$ cat src/rtl/fifo_pkg.sv
// Shared FIFO defaults and the occupancy-counter width helper.
package fifo_pkg;

  localparam int DEF_N_BITS  = 32;
  localparam int DEF_N_CELLS = 16;

  // Width that holds 0..n inclusive, so a full FIFO can report its depth.
  function automatic int cnt_w(input int n);
    return $clog2(n + 1);
  endfunction

endpackage

$ cat src/rtl/token_ring.sv
// One-hot rotate register: the token moves from cell i to i+1 (N-1 wraps to 0) on each advance.
module token_ring #(
  parameter int N = 16
) (
  input  logic         clk,
  input  logic         reset,
  input  logic         i_adv,
  output logic [N-1:0] o_ring,
  output logic         o_bad
);

  logic [N-1:0] r_ring;

  always_ff @(posedge clk or posedge reset) begin
    if (reset) begin
      r_ring <= N'(1);
    end else if (i_adv) begin
      r_ring <= {r_ring[N-2:0], r_ring[N-1]};
    end
  end

  // Exactly one bit set: nonzero and clearing the lowest set bit leaves nothing.
  logic [N-1:0] w_low_cleared;
  assign w_low_cleared = r_ring & (r_ring - N'(1));
  assign o_bad         = (r_ring == '0) || (w_low_cleared != '0);
  assign o_ring        = r_ring;

endmodule

$ cat src/rtl/token_ring_fifo.sv
// Synchronous FIFO addressed by one-hot put/get token rings; registered read data, sticky errors.
module token_ring_fifo
  import fifo_pkg::*;
#(
  parameter int N_BITS   = DEF_N_BITS,
  parameter int N_CELLS  = DEF_N_CELLS,
  parameter int AF_LEVEL = N_CELLS - 2,
  parameter int AE_LEVEL = 2
) (
  input  logic                        clk,
  input  logic                        reset,
  input  logic                        req_put,
  input  logic [N_BITS-1:0]           data_put,
  input  logic                        req_get,
  input  logic                        clr_err,
  output logic [N_BITS-1:0]           data_get,
  output logic                        valid_get,
  output logic                        full_out,
  output logic                        empty_out,
  output logic                        almost_full,
  output logic                        almost_empty,
  output logic [cnt_w(N_CELLS)-1:0]   count,
  output logic                        ovf_err,
  output logic                        udf_err,
  output logic                        tok_err
);

  localparam int CW = cnt_w(N_CELLS);
  localparam logic [CW-1:0] FULL_CNT = CW'(N_CELLS);
  localparam logic [CW-1:0] AF_CNT   = CW'(AF_LEVEL);
  localparam logic [CW-1:0] AE_CNT   = CW'(AE_LEVEL);

  logic [N_BITS-1:0]  r_mem [N_CELLS];
  logic [CW-1:0]      r_count;
  logic [N_BITS-1:0]  r_data;
  logic               r_valid;
  logic               r_ovf;
  logic               r_udf;
  logic               r_tok;

  logic [N_CELLS-1:0] w_put_tok;
  logic [N_CELLS-1:0] w_get_tok;
  logic               w_put_bad;
  logic               w_get_bad;
  logic               w_full;
  logic               w_empty;
  logic               w_put_acc;
  logic               w_get_acc;
  logic [N_BITS-1:0]  w_rd;

  // Flags come from registered count only, so requests never reach them combinationally.
  assign w_full    = (r_count == FULL_CNT);
  assign w_empty   = (r_count == '0);
  assign w_put_acc = req_put & ~w_full;
  assign w_get_acc = req_get & ~w_empty;

  token_ring #(.N(N_CELLS)) u_put_ring (
    .clk    (clk),
    .reset  (reset),
    .i_adv  (w_put_acc),
    .o_ring (w_put_tok),
    .o_bad  (w_put_bad)
  );

  token_ring #(.N(N_CELLS)) u_get_ring (
    .clk    (clk),
    .reset  (reset),
    .i_adv  (w_get_acc),
    .o_ring (w_get_tok),
    .o_bad  (w_get_bad)
  );

  // Storage is deliberately left out of reset.
  always_ff @(posedge clk) begin
    for (int i = 0; i < N_CELLS; i++) begin
      if (w_put_acc && w_put_tok[i]) begin
        r_mem[i] <= data_put;
      end
    end
  end

  always_comb begin
    w_rd = '0;
    for (int i = 0; i < N_CELLS; i++) begin
      if (w_get_tok[i]) begin
        w_rd = w_rd | r_mem[i];
      end
    end
  end

  always_ff @(posedge clk or posedge reset) begin
    if (reset) begin
      r_count <= '0;
      r_data  <= '0;
      r_valid <= 1'b0;
    end else begin
      r_valid <= w_get_acc;
      if (w_get_acc) begin
        r_data <= w_rd;
      end
      if (w_put_acc && !w_get_acc) begin
        r_count <= r_count + CW'(1);
      end else if (w_get_acc && !w_put_acc) begin
        r_count <= r_count - CW'(1);
      end
    end
  end

  // A new error wins over a coincident clear.
  always_ff @(posedge clk or posedge reset) begin
    if (reset) begin
      r_ovf <= 1'b0;
      r_udf <= 1'b0;
      r_tok <= 1'b0;
    end else begin
      r_ovf <= (req_put & w_full)       | (r_ovf & ~clr_err);
      r_udf <= (req_get & w_empty)      | (r_udf & ~clr_err);
      r_tok <= (w_put_bad | w_get_bad)  | (r_tok & ~clr_err);
    end
  end

  assign data_get     = r_data;
  assign valid_get    = r_valid;
  assign full_out     = w_full;
  assign empty_out    = w_empty;
  assign almost_full  = (r_count >= AF_CNT);
  assign almost_empty = (r_count <= AE_CNT);
  assign count        = r_count;
  assign ovf_err      = r_ovf;
  assign udf_err      = r_udf;
  assign tok_err      = r_tok;

endmodule

$ cat config.mk
export PLATFORM = sky130hd
export DESIGN_NAME = token_ring_fifo
export DESIGN_NICKNAME = d
export VERILOG_FILES = /design/src/rtl/fifo_pkg.sv /design/src/rtl/token_ring.sv /design/src/rtl/token_ring_fifo.sv
export SDC_FILE = /design/constraint.sdc
export NUM_CORES = 1
export LEC_CHECK = 0
export CAP_MARGIN = 20
export CORE_ASPECT_RATIO = 0.75
export CORE_MARGIN = 3
export CORE_UTILIZATION = 63
export CTS_BUF_LIST = sky130_fd_sc_hd__clkbuf_4 sky130_fd_sc_hd__clkbuf_8
export DETAILED_ROUTE_END_ITERATION = 7
export PLACE_DENSITY = 0.9
export SYNTH_ARGS = -nofsm -noshare
export SYNTH_HDL_FRONTEND = slang
export SYNTH_HIERARCHICAL = 1
export SYNTH_SLANG_ARGS = --single-unit
$ cat constraint.sdc
create_clock -name clk -period 3.2 [get_ports clk]
set_input_delay 0.32 -clock clk [delete_from_list [all_inputs] [get_ports clk]]
set_output_delay 0.32 -clock clk [all_outputs]
set_load 0.01 [all_outputs]
==> run_results.csv <==
group,metric,value,unit
critical_path,crit_chain,"or3_4, nor3_4, nand2b_2, ha_1, inv_1, fa_1, a21o_1, a2111oi_0, o31ai_1",
floorplanning,start_util,64.9,%
clock_tree,clock_path_buffers,3,
final_layout,nets,1334,
routing,drt-pass1-iter-count,7,
timing,min_period,2.99,ns
global_routing,grt_pass1_vias,13200,
critical_path,path_class,"register to register",
clock_tree,clockRootBuffer,"clkbuf_8",
floorplanning,std_cell_rows,57,
clock_tree,post_cts_buffers,0,
routing,antenna_left,0,
logic_synthesis,synth_edf_count,512,
final_layout,post-route-util,74.6,%
final_layout,drive_gt1_share,17.7,%
critical_path,crit_fanout,6,
logic_synthesis,synthDistinctLibCells,46,
clock_tree,cts_hold_buf,0,
logic_synthesis,synth_seq_cells,585,
critical_path,critPathBufInv,1,
final_layout,layout.cells.non_filler,1801,
timing,worstMarginPinSlew,0.936,ns
clock_tree,cts_tree,"built",
critical_path,critPathSlowestCell,"a2111oi_0",
global_routing,track_usage,31.6,%
placed_design,dpl.hpwl,29000,µm
timing,slew_violations,0,
timing,rsz0062_at_grt,"no",
routing,vias,13100,
logic_synthesis,synthesis.area,21400,µm²
timing,hold_violations,0,
routing,wl_per_cell,31.4,µm
clock_tree,cts_resized,0,
clock_tree,clock-sinks,585,
power,p_per_area,623,nW/µm²
clock_tree,clkSlewWorstSetupHoldPaths,0.06,ns
routing,viasPerCell,7.25,
floorplanning,core-area,32900,µm²
logic_synthesis,ys_warn_count,6,
routing,finalWirelength,56500,µm
logic_synthesis,async_flop_share,12.5,%
final_layout,synthToLayoutAreaGrowth,14.9,%
logic_synthesis,synth_seq_area_share,80.6,%
global_routing,antenna_found_initial,1,
critical_path,ff2ff_setup_slack,0.21,ns
timing,fmax,334,MHz
routing,drc,0,
flow_run,cap_violations,0,
critical_path,crit_arrival,3.47,ns
power,p_leak,8.34,nW
timing,setup_violations,0,
placed_design,pre_cts_ws,0.243,ns
timing,skew,0.0191,ns
critical_path,max_stage_delay,0.47,ns
clock_tree,clk_latency,0.63,ns
critical_path,end_kind,"register",
floorplanning,die_h,165,µm
timing,relSlewSlack,37.6,%
global_routing,grt_max_degree,55,
critical_path,critPathLaunchType,"register",
status,status,"completed",
floorplanning,die_area,36200,µm²
power,vdd_drop_max,0.434,mV
global_routing,grt_pass1_wl,82500,µm
logic_synthesis,syn_avg_cell_area,18.7,µm²
floorplanning,dieWidth,219,µm
logic_synthesis,syn_nets,1183,
timing,timing.hold.ws,0.225,ns
critical_path,critPathTopFamily,"compound AO/OA/AOI/OAI gates",
routing,drt_iter0_markers,2093,
final_layout,diodes,0,
logic_synthesis,synthFlopType,"edfxtp_1",
min_path,hold_path_class,"input pin to asynchronous set/reset pin",
global_routing,overflow,0,
placed_design,gp_congestion,0.776,
timing,timing.final.ws_setup,0.208,ns
placed_design,placed_cells,1651,
critical_path,cp_data_required_time,3.68,ns
floorplanning,io_pins,82,
clock_tree,cts_buffers,81,
timing,fin_tns_setup,0,ns
logic_synthesis,synthCells,1141,
timing,fin_crit_sh,93.5,%
placed_design,io_buffers,81,
clock_tree,cts_max_level,3,
==> kinds of logic after synthesis <==
family,share of synthesized area (%)
simple gates,3.33
buf+inv,1.42
fa+ha+maj,0.516
xor+xnor,0.205
flops,80.6
mux,1.88
compound gates,12.1
==> cells in the final DEF, fill, tap and decap left out, drive strengths merged, types with 3 or more instances in the layout <==
master         netlist  layout
nand3               34      34
mux2i                3       3
inv                  7       9
xor2                 3       3
ha                   4       4
clkdlybuf4s50        0      81
clkinv               0      26
a22o                66      66
nand2                7       7
clkbuf              51     119
clkinvlp             0       3
nor2b                5       5
mux2                33      33
o22a                32      32
nor3                 5       5
and3                19      19
nand4               32      32
edfxtp             512     512
o21ai                8       8
dfrtp               71      71
or3                  3       3
a22oi              128     128
or4                  6       6
maj3                 4       4
o211ai               4       4
a221oi              64      64
o31ai                3       3
buf                 11      49
a21oi                3       3
==> area by class of cell <==
type / count / area (µm²)
sequential: 585 / 17200
clock buffer: 119 / 1440
timing repair buffer: 130 / 1290
clock inverter: 31 / 150
tap: 442 / 553
inverter: 7 / 27.5
fill: 1743 / 8340
multi-input combinational: 487 / 3860
==> path summary, 6_finish.rpt <==
check	end	from	cells after the start
setup / recovery	count[4]	count[2]	9
hold / removal	u_put_ring/o_ring[13]	reset	2
setup reg to reg	count[4]	count[2]	9
hold reg to reg	ovf_err	ovf_err	1
max in group asynchronous	data_get[31]	reset	3
min in group clk	udf_err	req_get	2
==> worst register-to-register path, stage by stage, from the launching register on <==
cell       delay, ns
dfrtp_1         0.44
or3_4           0.44
nor3_4          0.20
nand2b_2        0.19
ha_1            0.20
inv_1           0.13
fa_1            0.43
a21o_1          0.21
a2111oi_0       0.48
o31ai_1         0.15
==> cell usage after synthesis (all sizes together), types with 3 or more instances <==
cell type / count / area [µm²]
ha: 4 / 50.1
nand4: 32 / 200
mux2i: 3 / 30.0
o22a: 32 / 280
a22oi: 128 / 961
nor2b: 5 / 31.3
clkbuf: 51 / 191
a22o: 66 / 578
edfxtp: 512 / 15400
o21ai: 8 / 40.0
o211ai: 4 / 30.0
inv: 7 / 26.3
mux2: 33 / 372
or4: 6 / 60.1
nand2: 7 / 26.3
a21oi: 3 / 15.0
nor3: 5 / 36.3
maj3: 4 / 40.0
a221oi: 64 / 561
and3: 19 / 119
or3: 3 / 23.8
dfrtp: 71 / 1780
nand3: 34 / 170
xor2: 3 / 26.3
buf: 11 / 86.3
o31ai: 3 / 22.5
==> stage by stage <==
step	cell area (µm²)	total power, mW
floorplan	21400	9.22
global route	24500	15.8
CTS	24500	15.3
finish	24500	15.3
detailed placement	22900	9.82
global placement	22900	9.76
==> metal layers <==
| layer | track usage [%] | vias to the layer above | wire length [µm] |
|---|---|---|---|
| met5 | 0 | - | 13 |
| met1 | 43.2 | 6537 | 20000 |
| met3 | 6.44 | 173 | 7080 |
| li1 | - | 5152 | - |
| met4 | 13.1 | 2 | 1860 |
| met2 | 51.0 | 1202 | 27500 |
==> registers in the layout, indices dropped and copies added, names as in the netlist <==
name               flops
udf_err                1
count                  5
u_get_ring/o_ring     16
tok_err                1
data_get              32
u_put_ring/o_ring     16
valid_get              1
ovf_err                1
r_mem                512
==> report_power, final <==
part / internal [mW] / switching, mW / leakage (nW) / total (mW)
clock network: 2.91 / 2.71 / 0.843 / 5.62
registers: 8.43 / 0.155 / 5.55 / 8.59
logic: 0.541 / 0.545 / 1.95 / 1.09
total: 11.9 / 3.41 / 8.34 / 15.3
(Power assumes the default switching activity.)
